## src/rtl/sfu_writeback.sv

```systemverilog
// Drains the per-column SFU output registers into psum SRAM, one packed word per strobe.
// Optional 8-bit unsigned lane saturation is enabled with `define SFU_WB_SAT8_EN.

module sfu_wb_lane #(
    parameter int psum_bw = 16
) (
    input  logic [psum_bw-1:0] din,
    output logic [psum_bw-1:0] dout
);
`ifdef SFU_WB_SAT8_EN
    // Lanes are signed psums; clamp to 0..255 and zero-extend.
    always_comb begin
        if (din[psum_bw-1])
            dout = '0;
        else if (din > psum_bw'(255))
            dout = psum_bw'(255);
        else
            dout = din;
    end
`else
    assign dout = din;
`endif
endmodule

module sfu_writeback #(
    parameter int col     = 8,
    parameter int psum_bw = 16,
    parameter int out_nij = 16,
    parameter int addr_bw = 11
) (
    input  logic                     clk,
    input  logic                     reset,
    input  logic                     start,
    input  logic [addr_bw-1:0]       base_addr,
    input  logic                     stall,
    output logic                     sfu_rd,
    input  logic [col*psum_bw-1:0]   sfu_data,
    output logic                     sram_cen,
    output logic                     sram_wen,
    output logic [addr_bw-1:0]       sram_addr,
    output logic [col*psum_bw-1:0]   sram_d,
    output logic                     busy,
    output logic                     done
);
    localparam int CNT_W  = $clog2(out_nij + 1);
    localparam int STAGES = 1;

    typedef enum logic [1:0] {IDLE, READ, DRAIN, DONE} state_t;

    state_t                      state, state_nx;
    logic                        issue;
    logic [STAGES:0]             vld_pipe;  // [0] strobe out, [1] sfu_data valid
    logic [CNT_W-1:0]            rd_cnt, wr_cnt;
    logic [addr_bw-1:0]          base_q;
    logic [col-1:0][psum_bw-1:0] lane_in, lane_out;

    assign sfu_rd  = vld_pipe[0];
    assign lane_in = sfu_data;

    for (genvar c = 0; c < col; c++) begin : g_lane
        sfu_wb_lane #(.psum_bw(psum_bw)) u_lane (
            .din  (lane_in[c]),
            .dout (lane_out[c])
        );
    end

    always_ff @(posedge clk) begin
        if (reset) state <= IDLE;
        else       state <= state_nx;
    end

    always_comb begin
        state_nx = state;
        issue    = 1'b0;
        case (state)
            IDLE:  if (start) state_nx = READ;
            READ: begin
                if (rd_cnt == CNT_W'(out_nij)) state_nx = DRAIN;
                else if (!stall)               issue    = 1'b1;
            end
            DRAIN: if (wr_cnt == CNT_W'(out_nij)) state_nx = DONE;
            DONE:  state_nx = IDLE;
            default: state_nx = IDLE;
        endcase
    end

    // Writes are driven purely by the valid pipe, so strobes already issued
    // always land even if stall rises behind them.
    always_ff @(posedge clk) begin
        if (reset) begin
            vld_pipe  <= '0;
            rd_cnt    <= '0;
            wr_cnt    <= '0;
            base_q    <= '0;
            sram_cen  <= 1'b1;
            sram_wen  <= 1'b1;
            sram_addr <= '0;
            sram_d    <= '0;
            busy      <= 1'b0;
            done      <= 1'b0;
        end else begin
            vld_pipe <= {vld_pipe[STAGES-1:0], issue};
            busy     <= (state_nx == READ) || (state_nx == DRAIN);
            done     <= (state_nx == DONE);
            sram_cen <= ~vld_pipe[1];
            sram_wen <= ~vld_pipe[1];
            if (state == IDLE && start) begin
                base_q <= base_addr;
                rd_cnt <= '0;
                wr_cnt <= '0;
            end
            if (issue) rd_cnt <= rd_cnt + 1'b1;
            if (vld_pipe[1]) begin
                sram_addr <= base_q + addr_bw'(wr_cnt);
                sram_d    <= lane_out;
                wr_cnt    <= wr_cnt + 1'b1;
            end
        end
    end
endmodule

```

## config.mk

```make
export PLATFORM = sky130hd
export DESIGN_NAME = sfu_writeback
export DESIGN_NICKNAME = d
export VERILOG_FILES = /design/src/rtl/sfu_writeback.sv
export SDC_FILE = /design/constraint.sdc
export NUM_CORES = 1
export LEC_CHECK = 0
export BUFFER_PORTS_ARGS = -buffer_cell sky130_fd_sc_hd__buf_2
export CAP_MARGIN = 20
export CORE_MARGIN = 3
export CORE_UTILIZATION = 35
export CTS_CLUSTER_SIZE = 10
export DETAILED_ROUTE_END_ITERATION = 12
export HOLD_SLACK_MARGIN = 0.02
export MAX_ROUTING_LAYER = met4
export PLACE_DENSITY = 0.58
export SLEW_MARGIN = 0
export SYNTH_ARGS = -nofsm -noshare
export SYNTH_HDL_FRONTEND = slang
export SYNTH_SLANG_ARGS = --single-unit
```

## constraint.sdc

```tcl
create_clock -name clk -period 4.1 [get_ports clk]
set_clock_uncertainty 0.2 [all_clocks]
set_input_delay 0.82 -clock clk [delete_from_list [all_inputs] [get_ports clk]]
set_output_delay 0.82 -clock clk [all_outputs]
set_load 0.005 [all_outputs]
```

* Yosys cells after proc, flatten, opt, wreduce, memory -nomap -nowiden *
Cells that the tools add are included.

storage, ports and cells
  register bits = 167
  output and inout port bits = 144
  word-level logic and storage cells = 37
  bits of input ports = 143

cells by class
  add/sub/neg operators = 3
  reductions and logical operators = 5
  muxes and demuxes = 10
  eq/ne operators = 8
  bitwise operators = 1

operators by type and width
  operator             number
  $mux 5               3
  $add 11x5->11        1
  $add 5x1->5 const B  2
  $eq 5x5->1 const B   2
  $eq 2x2->1 const B   4
  $pmux 2 s4           1
  $mux 2               3
  $eq 2x1->1 const B   2
  $reduce_bool 2->1    2
  $mux 1               3
  $logic_not 2->1      1
  $logic_and 1x1->1    1
  $logic_or 1x1->1     1
  $not 1->1            1

* Depth between registers and ports, before layout *
Gate-level depths: netlist of the first run.

  depth in word-level cells = 5
  depth in mapped cells = 7
  depth with buffers taken out = 7

* Hierarchy *
From an unflattened synthesis of the first run, not the netlist that was laid out.

second synthesis, totals
  cell total of the unflattened synthesis = 765
  area total of the unflattened synthesis = 7,352.1 um2

modules (own cells, without submodules)
  module         area an instance (um2)  cells an instance  instances  seq. area each (um2)
  sfu_writeback  6,391.1                 637                1          3,343.2
  sfu_wb_lane    120.1                   16                 8          0.0

* Worst setup path before layout of the first run *
Ideal clock, no wire load.

  path kind = register -> register
  from = register wr_cnt[0]
  to = register sram_addr[6]
  arrival = 1.693 ns
  path slack = 2.103 ns
  required time = 3.797 ns
  clock period less this slack = 1.997 ns
  stages on the path, launching flop included = 8
  library setup time = 0.103 ns
  buffers on the path = 0
  cells stage by stage = dfxtp_1 ha_1 inv_1 fa_1 nor2b_1 o31a_1 o21ai_1 a2111oi_2

on the way
  longest elaborated chain between the ends = 1

RTL lines
  what                    RTL line  text
  start, declared         53        logic [CNT_W-1:0] rd_cnt, wr_cnt;
  start signal, assigned  116       wr_cnt <= wr_cnt + 1'b1;
  $add 11x5->11           114       sram_addr <= base_q + addr_bw'(wr_cnt);
  end signal, assigned    114
  end, declared           40        output logic [addr_bw-1:0] sram_addr,

Every way passes these cells.
A chain may end at the register's enable or synchronous reset.

* Worst setup path in the final report of the first run *
Ends and elaborated chain as after synthesis.

==> results of run 1 <==
-- stage by stage --
stage | worst slack [ns] | hold slack [ns] | instance area (sq um) | total power, mW
2_1_floorplan | 2.103 | 0.2400 | 6391 | 1.817
3_3_place_gp | 1.725 | 0.2481 | 8003 | 1.934
3_5_place_dp | 1.695 | 0.2586 | 8003 | 1.936
4_1_cts | 1.791 | 0.2697 | 8641 | 3.682
5_1_grt | 1.651 | 0.2955 | 8643 | 3.779
6_report | 1.801 | 0.2609 | 8646 | 3.626
-- layout by cell type (no fill, tap or decap), drive strengths merged, types with 4 or more instances in the layout --
| master | netlist | routed |
|---|---|---|
| nand2 | 29 | 29 |
| a211oi | 6 | 6 |
| o21ai | 6 | 6 |
| dfxtp | 167 | 167 |
| clkbuf | 21 | 18 |
| nor3 | 4 | 4 |
| inv | 10 | 17 |
| nand3 | 10 | 10 |
| nor2 | 146 | 146 |
| a21oi | 22 | 22 |
| xnor2 | 4 | 4 |
| ha | 10 | 10 |
| mux2i | 132 | 132 |
| buf | 20 | 294 |
| nor2b | 5 | 5 |
| bufinv | 0 | 4 |
-- sequential cells by signal, summed over array words and instances, names as in the netlist --
register / cells
base_q: 11
busy: 1
done: 1
rd_cnt: 5
sram_addr: 11
sram_d: 128
sram_wen: 1
state: 2
vld_pipe: 2
wr_cnt: 5
-- worst min-delay path: cells and delay by family (launching register included) --
family / cells / cell delay (ns)
DFF: 1 / 0.31
AOI/OAI and AO/OA: 1 / 0.05
and+or+nand+nor: 1 / 0.06
-- path summary, 6_finish.rpt --
path,start,to,cells past startpoint
setup / recovery,wr_cnt[0]$_SDFFE_PP0P_,sram_addr[6]$_SDFFE_PP0P_,7
hold / removal,sram_addr[4]$_SDFFE_PP0P_,sram_addr[4]$_SDFFE_PP0P_,2
setup reg to reg,wr_cnt[0]$_SDFFE_PP0P_,sram_addr[6]$_SDFFE_PP0P_,7
hold reg to reg,sram_addr[4]$_SDFFE_PP0P_,sram_addr[4]$_SDFFE_PP0P_,2
-- cell type report --
type,instances,area (sq um)
timing repair buffer,294,1506
inverter,10,37.54
fill,1711,8951
multi-input combinational,419,2830
clock inverter,14,209.0
clock buffer,18,429.2
tap,225,281.5
sequential,167,3347
antenna,2,5.005
-- per-layer routing --
layer,global-route usage,up-vias,routed length (um)
met1,0.2062,2397,7495
met2,0.2641,174,7884
met4,0.06170,0,293
met3,0.04545,18,1088
li1,-,2705,-
met5,-,-,0
-- power by group through the flow --
stage	clock (mW)	sequential [mW]	combinational [mW]
detailed placement	0	1.71	0.221
floorplan	0	1.71	0.107
finish	1.73	1.68	0.218
CTS	1.78	1.68	0.222
global placement	0	1.71	0.219
global route	1.85	1.68	0.244
-- cells by family (layout without fill, tap and decap cells) --
family | after synthesis | in the layout
other | 0 | 2
AOI/OAI and AO/OA | 58 | 58
buffers and inverters | 51 | 336
adders and majority gates | 11 | 11
muxes | 132 | 132
and+or+nand+nor | 214 | 214
DFF | 167 | 167
xor gates and xnor gates | 4 | 4
==> out/results.ini, run 1 <==
[synth]
synthCells=637
syn-num-nets=791
synthAdderAreaFrac=0.02271
ys_ff_latch=167
ys_seq_area_frac=0.5231
synth_ff_type=dfxtp_1
synth_edf_count=0
ys_async_sr_fraction=0
synth_top_area_share=0.5231
syn_area_per_cell_sq_um=10.03
synth-simple-area-share=0.1447
yosys.area_share.xor_xnor=0.005482
yosys.cell_types.count=48
synth_largest_area_cell=dfxtp_1
syn_area_sq_um=6391
yosysMostFrequentCell=dfxtp_1
synth_area_leaders=dfxtp_1, mux2i_1, nor2_1, ha_1, a21oi_1
synth-compound-area-share=0.06323
synth_warnings=0
synth_commonest_cells=dfxtp_1, nor2_1, mux2i_1
synth_top_family_by_area=multiplexers
yosys-mux-area-fraction=0.2067

[global_routing]
track_usage=0.1676
first_global_vias=5092
antenna_found_initial=1
grt_first_pass_wirelength_um=26040
grt_overflow=0
grt_start_max_net_pins=57

[cells_and_area]
drive_gt1_frac=0.3623
area_growth_pct=35.28
final_util=0.4913
design.final.nets=1063
finalNonFillerCells=1149

[placed_design]
place_inst=1115
place_hpwl_um=12040
port_buffers=286
gp_congestion=0.7509

[timing]
period_needed_ns=2.299
worst_pin_slew_ns=0.8271
fmaxAchievable_ghz=0.4350
rsz0062_at_grt=no
fin_crit_sh=0.5607
hold_violations=0
slew_viol_final=0
finalSetupViolCount=0
finalSetupTns_ns=0
slew_headroom=0.4486

[critical_path]
crit_buf_inv=1
timing.critical_path.cells=ha_1, inv_1, fa_1, nor2b_1, o31a_1, o21ai_1, a2111oi_2
cp_data_arrival_time_ns=2.41
endpoint_kind=flip-flop
crit_family=compound AO/OA/AOI/OAI gates
crit_fanout=7
max_stage_delay_ns=0.39
start_kind=flip-flop
required_ns=4.21
cpMaxStageDelayCell=fa_1
crit_type=flip-flop to flip-flop
r2r_slack_ns=1.80

[pwr]
pwr_density_cell_nw_per_um2=419.3
pwr-share-comb=0.060
seqPwrFrac=0.463
swShare=0.2264
p_int_mw=2.805
pwr-share-clk=0.477
vdd_drop_max_uv=278.4
p_switching_mw=0.8208
leakage_nw=3.846

[routing]
viasPerCell=4.607
ant_nets=0
vias=5294
drtPass1Iterations=4
route.detailed.drc=0
wire_per_inst_um=14.59
first_iter_violations=180
totalWireLength_um=16760

[clocking]
cts_resized=0
cts-root-buf=clkbuf_16
cts_setup_buffers=0
clkTransAtPathRegs_ns=0.07
tritoncts=done
cts_buffers=17
cts_max_level=4
clock_sinks=167
clockBufferDepth=2
clkLatencyLatePin_ns=0.41
hold_buffers=0

[die]
num_rows=48
coreArea_sq_um=17600
initial_utilization=0.3632
fp.dieW_um=141.1
io_pins=287
die_h_um=141.1
floorplan.die_area_sq_um=19920

[status]
status=completed

[run]
drv_cap=0

[worst_hold_path]
holdCritPathClass=flip-flop to flip-flop

No activity file was read; power rests on OpenSTA's default activity.
==> inputs of run 2 (changes only) <==
--- a/config.mk
+++ b/config.mk
@@ -13,7 +13,7 @@
 export DETAILED_ROUTE_END_ITERATION = 12
 export HOLD_SLACK_MARGIN = 0.02
 export MAX_ROUTING_LAYER = met4
-export PLACE_DENSITY = 0.58
+export PLACE_DENSITY = 0.61
 export SLEW_MARGIN = 0
 export SYNTH_ARGS = -nofsm -noshare
 export SYNTH_HDL_FRONTEND = slang
==> constraint.sdc (replaced) <==
create_clock -name clk -period 1.87 [get_ports clk]
set_clock_uncertainty 0.2 [all_clocks]
set_input_delay 0.374 -clock clk [delete_from_list [all_inputs] [get_ports clk]]
set_output_delay 0.374 -clock clk [all_outputs]
set_load 0.005 [all_outputs]
==> run 2 against run 1 <==
Against the previous run:
- the flow now finishes with violations (setup timing)
- flip-flop and latch count stayed put
- critical path type unchanged
- worst hold slack worse by 0.11 ns
- combinational power grew to 3.5 times the previous value
- sequential power is 120% higher
- utilization is 9.4 points higher
- first-iteration DRC count is 20% lower
- sequential share of layout area is 6.1 points lower
- non-clock buffer count is 159 higher
- critical endpoint is now sram_addr[8]$_SDFFE_PP0P_
==> out/results.ini, run 2 (synthesis results as in run 1) <==
[status]
status=finished, violations left  ; was completed
violations=setup timing

[timing]
period_needed_ns=2.017  ; was 2.299 ns
hold_violations=0  ; unchanged
finalSetupViolCount=7  ; was 0
fin_crit_sh=1.079  ; was 0.5607
finalSetupTns_ns=-0.5475  ; was 0 ns
slew_viol_final=0  ; unchanged
rsz0062_at_grt=yes  ; was no
fin_ws_ns=-0.1473  ; was 1.801 ns
slew_headroom=0.7607  ; was 0.4486
fmaxAchievable_ghz=0.4957  ; was 0.4350 GHz
holdWs_ns=0.1507  ; was 0.2609 ns
worst_pin_slew_ns=0.3589  ; was 0.8271 ns

[worst_hold_path]
hp-start=reset  ; was sram_addr[4]$_SDFFE_PP0P_
holdPathStages=2  ; unchanged
hold-path-endpoint=sram_d[115]$_SDFFE_PP0P_  ; was sram_addr[4]$_SDFFE_PP0P_
holdCritPathClass=input pin to flip-flop  ; was flip-flop to flip-flop

[cells_and_area]
largest_reg_flops=128  ; unchanged
multi_input_area_sq_um=2942  ; was 2830 sq um
final_cell_mix=buf_2, dfxtp_1, nor2_1, dlygate4sd3_1, mux2i_1  ; was buf_2, dfxtp_1, nor2_1, mux2i_1, nand2_1
drive_gt1_frac=0.3478  ; was 0.3623
final_common_cell=buf_2  ; unchanged
area_growth_pct=61.16  ; was 35.28%
seq_area_sq_um=3354  ; was 3347 sq um
top_regs=sram_d: 128 flops, base_q: 11 flops, sram_addr: 11 flops  ; unchanged
design.final.nets=1222  ; was 1063
regMostFlops=sram_d  ; unchanged
n_antenna_cell=0  ; was 2
nFillCells=1457  ; was 1711

[critical_path]
r2r_start=wr_cnt[0]$_SDFFE_PP0P_  ; unchanged
max_stage_delay_ns=0.35  ; was 0.39 ns
start_kind=flip-flop  ; unchanged
timing.critical_path.cells=ha_4, inv_2, fa_2, nor2b_2, o31a_1, buf_4, or3_1, a31oi_1  ; was ha_1, inv_1, fa_1, nor2b_1, o31a_1, o21ai_1, a2111oi_2
cp_data_arrival_time_ns=2.16  ; was 2.41 ns
r2r_slack_ns=-0.15  ; was 1.80 ns
crit_fanout=4  ; was 7
crit_type=flip-flop to flip-flop  ; unchanged
required_ns=2.01  ; was 4.21 ns
crit_family=compound AO/OA/AOI/OAI gates  ; unchanged
crit_buf_inv=2  ; was 1
cpMaxStageDelayCell=o31a_1  ; was fa_1
r2r_end=sram_addr[8]$_SDFFE_PP0P_  ; was sram_addr[6]$_SDFFE_PP0P_
ff2ff_path_depth=8  ; was 7
cp.depth=8  ; was 7
endpoint_kind=flip-flop  ; unchanged

[placed_design]
place_hpwl_um=12390  ; was 12040 um
gp_congestion=0.7802  ; was 0.7509
port_buffers=286  ; unchanged

[die]
num_rows=48  ; unchanged
io_pins=287  ; unchanged
die_h_um=141.1  ; unchanged
initial_utilization=0.3632  ; unchanged
coreArea_sq_um=17600  ; unchanged
fp.dieW_um=141.1  ; unchanged
floorplan.die_area_sq_um=19920  ; unchanged

[global_routing]
grt_overflow=0  ; unchanged
antenna_found_initial=0  ; was 1
first_global_vias=6402  ; was 5092
grt_start_max_net_pins=58  ; was 57
grt_first_pass_wirelength_um=31170  ; was 26040 um
track_usage=0.1988  ; was 0.1676

[run]
drv_cap=0  ; unchanged

[routing]
vias=6159  ; was 5294
first_iter_violations=144  ; was 180
drtPass1Iterations=5  ; was 4
wire_per_inst_um=15.05  ; was 14.59 um
totalWireLength_um=19660  ; was 16760 um
viasPerCell=4.716  ; was 4.607
ant_nets=0  ; unchanged
route.detailed.drc=0  ; unchanged

[pwr]
vdd_drop_max_uv=581.4  ; was 278.4 uV
p_switching_mw=1.960  ; was 0.8208 mW
pwr_density_cell_nw_per_um2=771.0  ; was 419.3 nW/um^2
pwr-share-comb=0.096  ; was 0.060
pwr-share-clk=0.441  ; was 0.477
swShare=0.2468  ; was 0.2264
p_int_mw=5.982  ; was 2.805 mW
leakage_nw=4.531  ; was 3.846 nW
seqPwrFrac=0.462  ; was 0.463

[clocking]
tritoncts=done  ; unchanged
clock_sinks=167  ; unchanged
cts_max_level=4  ; unchanged
clkTransAtPathRegs_ns=0.07  ; about the same
clkLatencyLatePin_ns=0.42  ; was 0.41 ns
clockBufferDepth=2  ; unchanged
cts_buffers=17  ; unchanged
cts-root-buf=clkbuf_16  ; unchanged

[run 2: cell types whose count changed in the layout (fill, tap and decap cells not counted), moves of 4 or more]
cell and delta:
dlygate4sd3_1 +139, buf_4 +16, dfxtp_1 -6, dfxtp_2 +6
buf_12 +4, ha_1 -4
[run 2: final cells by class]
cell class | instances | area share
sequential | 167 | 0.3257
timing repair buffer | 453 | 0.3008
inverter | 10 | 0.003644
multi-input combinational | 419 | 0.2856
tap | 225 | 0.02733
clock buffer | 17 | 0.04130
clock inverter | 15 | 0.01567
[run 2: per-stage QoR]
stage | utilization | instance area, sq um | worst slack [ns] | instances | total power [mW]
4_1_cts | 0.5799 | 10200 | -0.1228 | 1304 | 8.045
6_report | 0.5853 | 10300 | -0.1473 | 1306 | 7.941
3_5_place_dp | 0.4671 | 8219 | -0.1221 | 1133 | 4.270
5_1_grt | 0.5853 | 10300 | -0.2556 | 1306 | 8.264
3_3_place_gp | 0.4671 | 8219 | -0.09860 | 1133 | 4.265
2_1_floorplan | - | 6422 | -0.03335 | 637 | 3.986
[run 2: layer usage]
metal	wire length, um	vias to the layer above	GRT usage
li1	-	3031	-
met1	8086	2909	0.2212
met2	10180	186	0.3446
met3	905	33	0.04206
met4	478	0	0.08363
met5	0	-	-
[run 2: repair_timing]
action                                  in CTS  in global routing
gates resized for setup                      2                 15
pin swaps                                   10                  8
hold buffers                               139                  0
setup buffers                                0                  2
endpoints found under the hold margin      139                  0
endpoints found under the setup margin       8                 11
[run 2: how the worst max path moves through the flow]
stage	from	endpoint	slack (ns)
finish	wr_cnt[0]$_SDFFE_PP0P_	sram_addr[8]$_SDFFE_PP0P_	-0.15
global placement	base_q[0]$_SDFFE_PP0P_	sram_addr[6]$_SDFFE_PP0P_	-0.1
CTS	base_q[0]$_SDFFE_PP0P_	sram_addr[6]$_SDFFE_PP0P_	-0.12
detailed placement	base_q[0]$_SDFFE_PP0P_	sram_addr[6]$_SDFFE_PP0P_	-0.12
floorplan	wr_cnt[0]$_SDFFE_PP0P_	sram_addr[6]$_SDFFE_PP0P_	-0.03
global route	base_q[0]$_SDFFE_PP0P_	sram_addr[8]$_SDFFE_PP0P_	-0.26
[run 2: worst reg2reg max path: stages (launching register included)]
cell,delay [ns]
dfxtp_2,0.34
ha_4,0.16
inv_2,0.05
fa_2,0.21
nor2b_2,0.05
o31a_1,0.35
buf_4,0.16
or3_1,0.30
a31oi_1,0.13
[run 2: power by group through the flow]
stage	logic, mW	clock network [mW]	registers [mW]
2_1_floorplan	0.237	0	3.75
3_3_place_gp	0.515	0	3.75
3_5_place_dp	0.520	0	3.75
4_1_cts	0.751	3.62	3.67
5_1_grt	0.837	3.75	3.68
6_report	0.766	3.50	3.67
==> inputs of run 3 (changes only) <==
--- a/config.mk
+++ b/config.mk
@@ -5,7 +5,7 @@
 export SDC_FILE = /design/constraint.sdc
 export NUM_CORES = 1
 export LEC_CHECK = 0
-export BUFFER_PORTS_ARGS = -buffer_cell sky130_fd_sc_hd__buf_2
+export BUFFER_PORTS_ARGS = -buffer_cell sky130_fd_sc_hd__clkbuf_2
 export CAP_MARGIN = 20
 export CORE_MARGIN = 3
 export CORE_UTILIZATION = 35
==> run 3 against run 2 <==
Against the previous run:
- the run still ends with setup timing left
- critical path depth is the same
- routed wire length shrank 2.9%
- setup slack gained 0.072 ns
- clock power grew 6.3%
- first-iteration DRC count grew 21%
- critical path type unchanged
- critical endpoint is now sram_addr[4]$_SDFFE_PP0P_
==> out/results.ini, run 3 (synthesis results as in run 1) <==
[global_routing]
grt_overflow=0  ; unchanged
first_global_vias=6244  ; was 6402
grt_start_max_net_pins=74  ; was 58
grt_first_pass_wirelength_um=30580  ; was 31170 um
track_usage=0.1937  ; was 0.1988
antenna_found_initial=0  ; unchanged

[pwr]
finalPower_mw=8.156  ; was 7.941 mW
pwr_density_cell_nw_per_um2=791.9  ; was 771.0 nW/um^2
leakage_nw=4.425  ; was 4.531 nW
vdd_drop_max_uv=588.8  ; was 581.4 uV

[status]
violations=setup timing  ; unchanged
status=finished, violations left  ; unchanged

[critical_path]
required_ns=2.01  ; about the same
crit_buf_inv=2  ; unchanged
cp-endpoint=sram_addr[4]$_SDFFE_PP0P_  ; was sram_addr[8]$_SDFFE_PP0P_
ff2ff_path_depth=8  ; unchanged
cp_data_arrival_time_ns=2.08  ; was 2.16 ns
cp.depth=8  ; unchanged
crit_family=compound AO/OA/AOI/OAI gates  ; unchanged
r2r_end=sram_addr[4]$_SDFFE_PP0P_  ; was sram_addr[8]$_SDFFE_PP0P_
crit_type=flip-flop to flip-flop  ; unchanged
r2r_start=base_q[0]$_SDFFE_PP0P_  ; was wr_cnt[0]$_SDFFE_PP0P_
r2r_slack_ns=-0.08  ; was -0.15 ns
cpMaxStageDelayCell=dfxtp_2  ; was o31a_1
start_kind=flip-flop  ; unchanged
timing.critical_path.cells=ha_4, inv_2, fa_2, nor2b_2, o31a_1, buf_4, a211o_1, a21oi_1  ; was ha_4, inv_2, fa_2, nor2b_2, o31a_1, buf_4, or3_1, a31oi_1
max_stage_delay_ns=0.34  ; was 0.35 ns
endpoint_kind=flip-flop  ; unchanged
startpoint=base_q[0]$_SDFFE_PP0P_  ; was wr_cnt[0]$_SDFFE_PP0P_
crit_fanout=4  ; unchanged

[cells_and_area]
design.final.nets=1215  ; was 1222
drive_gt1_frac=0.3482  ; was 0.3478
largest_reg_flops=128  ; unchanged
nFillCells=1488  ; was 1457
finalNonFillerCells=1299  ; was 1306
final_cell_mix=clkbuf_2, dfxtp_1, nor2_1, dlygate4sd3_1, mux2i_1  ; was buf_2, dfxtp_1, nor2_1, dlygate4sd3_1, mux2i_1
final_common_cell=clkbuf_2  ; was buf_2
regMostFlops=sram_d  ; unchanged
area_growth_pct=61.16  ; unchanged
final_util=0.5853  ; unchanged
top_regs=sram_d: 128 flops, base_q: 11 flops, sram_addr: 11 flops  ; unchanged
n_antenna_cell=0  ; unchanged
design_area_sq_um=10300  ; unchanged

[die]
coreArea_sq_um=17600  ; unchanged
num_rows=48  ; unchanged
die_h_um=141.1  ; unchanged
io_pins=287  ; unchanged
floorplan.die_area_sq_um=19920  ; unchanged
initial_utilization=0.3632  ; unchanged
fp.dieW_um=141.1  ; unchanged

[timing]
finalSetupViolCount=7  ; unchanged
fmaxAchievable_ghz=0.5140  ; was 0.4957 GHz
worst_pin_slew_ns=0.4151  ; was 0.3589 ns
rsz0062_at_grt=yes  ; unchanged
fin_crit_sh=1.040  ; was 1.079
fin_ws_ns=-0.07537  ; was -0.1473 ns
slew_headroom=0.7232  ; was 0.7607
period_needed_ns=1.945  ; was 2.017 ns
slew_viol_final=0  ; unchanged
hold_violations=0  ; unchanged

[worst_hold_path]
holdCritPathClass=input pin to flip-flop  ; unchanged
holdPathStages=3  ; was 2

[clocking]
clock_sinks=167  ; unchanged
cts_buffers=17  ; unchanged
cts_max_level=4  ; unchanged
clkLatencyLatePin_ns=0.41  ; was 0.42 ns
cts-root-buf=clkbuf_16  ; unchanged
clockBufferDepth=2  ; unchanged
clkTransAtPathRegs_ns=0.07  ; about the same
tritoncts=done  ; unchanged

[placed_design]
place_area_sq_um=8224  ; was 8219 sq um
place_hpwl_um=12420  ; was 12390 um
gp_congestion=0.7800  ; was 0.7802
place_inst=1132  ; was 1133
port_buffers=286  ; unchanged
dp_worst_setup_slack_ns=-0.08744  ; was -0.1221 ns

[routing]
drtPass1Iterations=4  ; was 5
viasPerCell=4.662  ; was 4.716
ant_nets=0  ; unchanged
first_iter_violations=174  ; was 144
wire_per_inst_um=14.69  ; was 15.05 um
vias=6056  ; was 6159
route.detailed.drc=0  ; unchanged
totalWireLength_um=19080  ; was 19660 um

[run]
drv_cap=0  ; unchanged

-- run 3: worst register-to-register path: stages, from the launching register on --
cell and delay (ns):
dfxtp_2 0.34, ha_4 0.16, inv_2 0.05, fa_2 0.21
nor2b_2 0.05, o31a_1 0.30, buf_4 0.17, a211o_1 0.26
a21oi_1 0.14
-- run 3: timing repair --
| action | 4_1_cts | 5_1_grt |
|---|---|---|
| hold buffers | 134 | 0 |
| hold endpoints to repair | 134 | 0 |
| setup buffers | 1 | 0 |
| pin swaps | 8 | 5 |
| resized for setup | 3 | 17 |
| endpoints found under the setup margin | 7 | 10 |
-- run 3: metrics by stage --
stage / hold WS, ns / TNS [ns]
after global placement: 0.2542 / -0.2562
after CTS: 0.02273 / -0.3883
after detailed placement: 0.2616 / -0.4352
after global routing: 0.04154 / -1.044
final: 0.02799 / -0.3084
after floorplan: 0.2400 / -0.03335
-- run 3: worst min-delay path by stage --
stage / startpoint / end / slack [ns]
finish: sfu_data[37] / sram_d[37]$_SDFFE_PP0P_ / 0.03
detailed placement: sram_addr[4]$_SDFFE_PP0P_ / sram_addr[4]$_SDFFE_PP0P_ / 0.26
floorplan: base_q[4]$_SDFFE_PP0P_ / base_q[4]$_SDFFE_PP0P_ / 0.24
global route: sfu_data[24] / sram_d[24]$_SDFFE_PP0P_ / 0.04
global placement: sram_addr[3]$_SDFFE_PP0P_ / sram_addr[3]$_SDFFE_PP0P_ / 0.25
CTS: sfu_data[37] / sram_d[37]$_SDFFE_PP0P_ / 0.02
-- run 3: final cells by class --
type / instances / area, sq um / share of cell area
flip-flops and latches: 167 / 3353 / 0.3256
repair buffers: 446 / 3045 / 0.2957
multi-input cells: 419 / 2958 / 0.2872
clock buffers: 19 / 442.9 / 0.04300
well taps: 225 / 281.5 / 0.02733
clock inverters: 13 / 181.4 / 0.01761
inverters: 10 / 37.54 / 0.003644
-- run 3: power breakdown --
group          leakage [nW]  switching, mW  internal (mW)  total (mW)
Combinational          2.77          0.307          0.455       0.762
Clock                 0.303           1.54           2.18        3.72
Sequential             1.35         0.0487           3.62        3.67
Total                  4.43           1.89           6.26        8.16
-- run 3: metal layers --
metal  GRT usage  vias up  wire length [um]
met5           -        -                 0
met4     0.06833        0               447
met3     0.03765       29               870
met2      0.3323      185              9861
met1      0.2261     2812              7898
li1            -     3030                 -
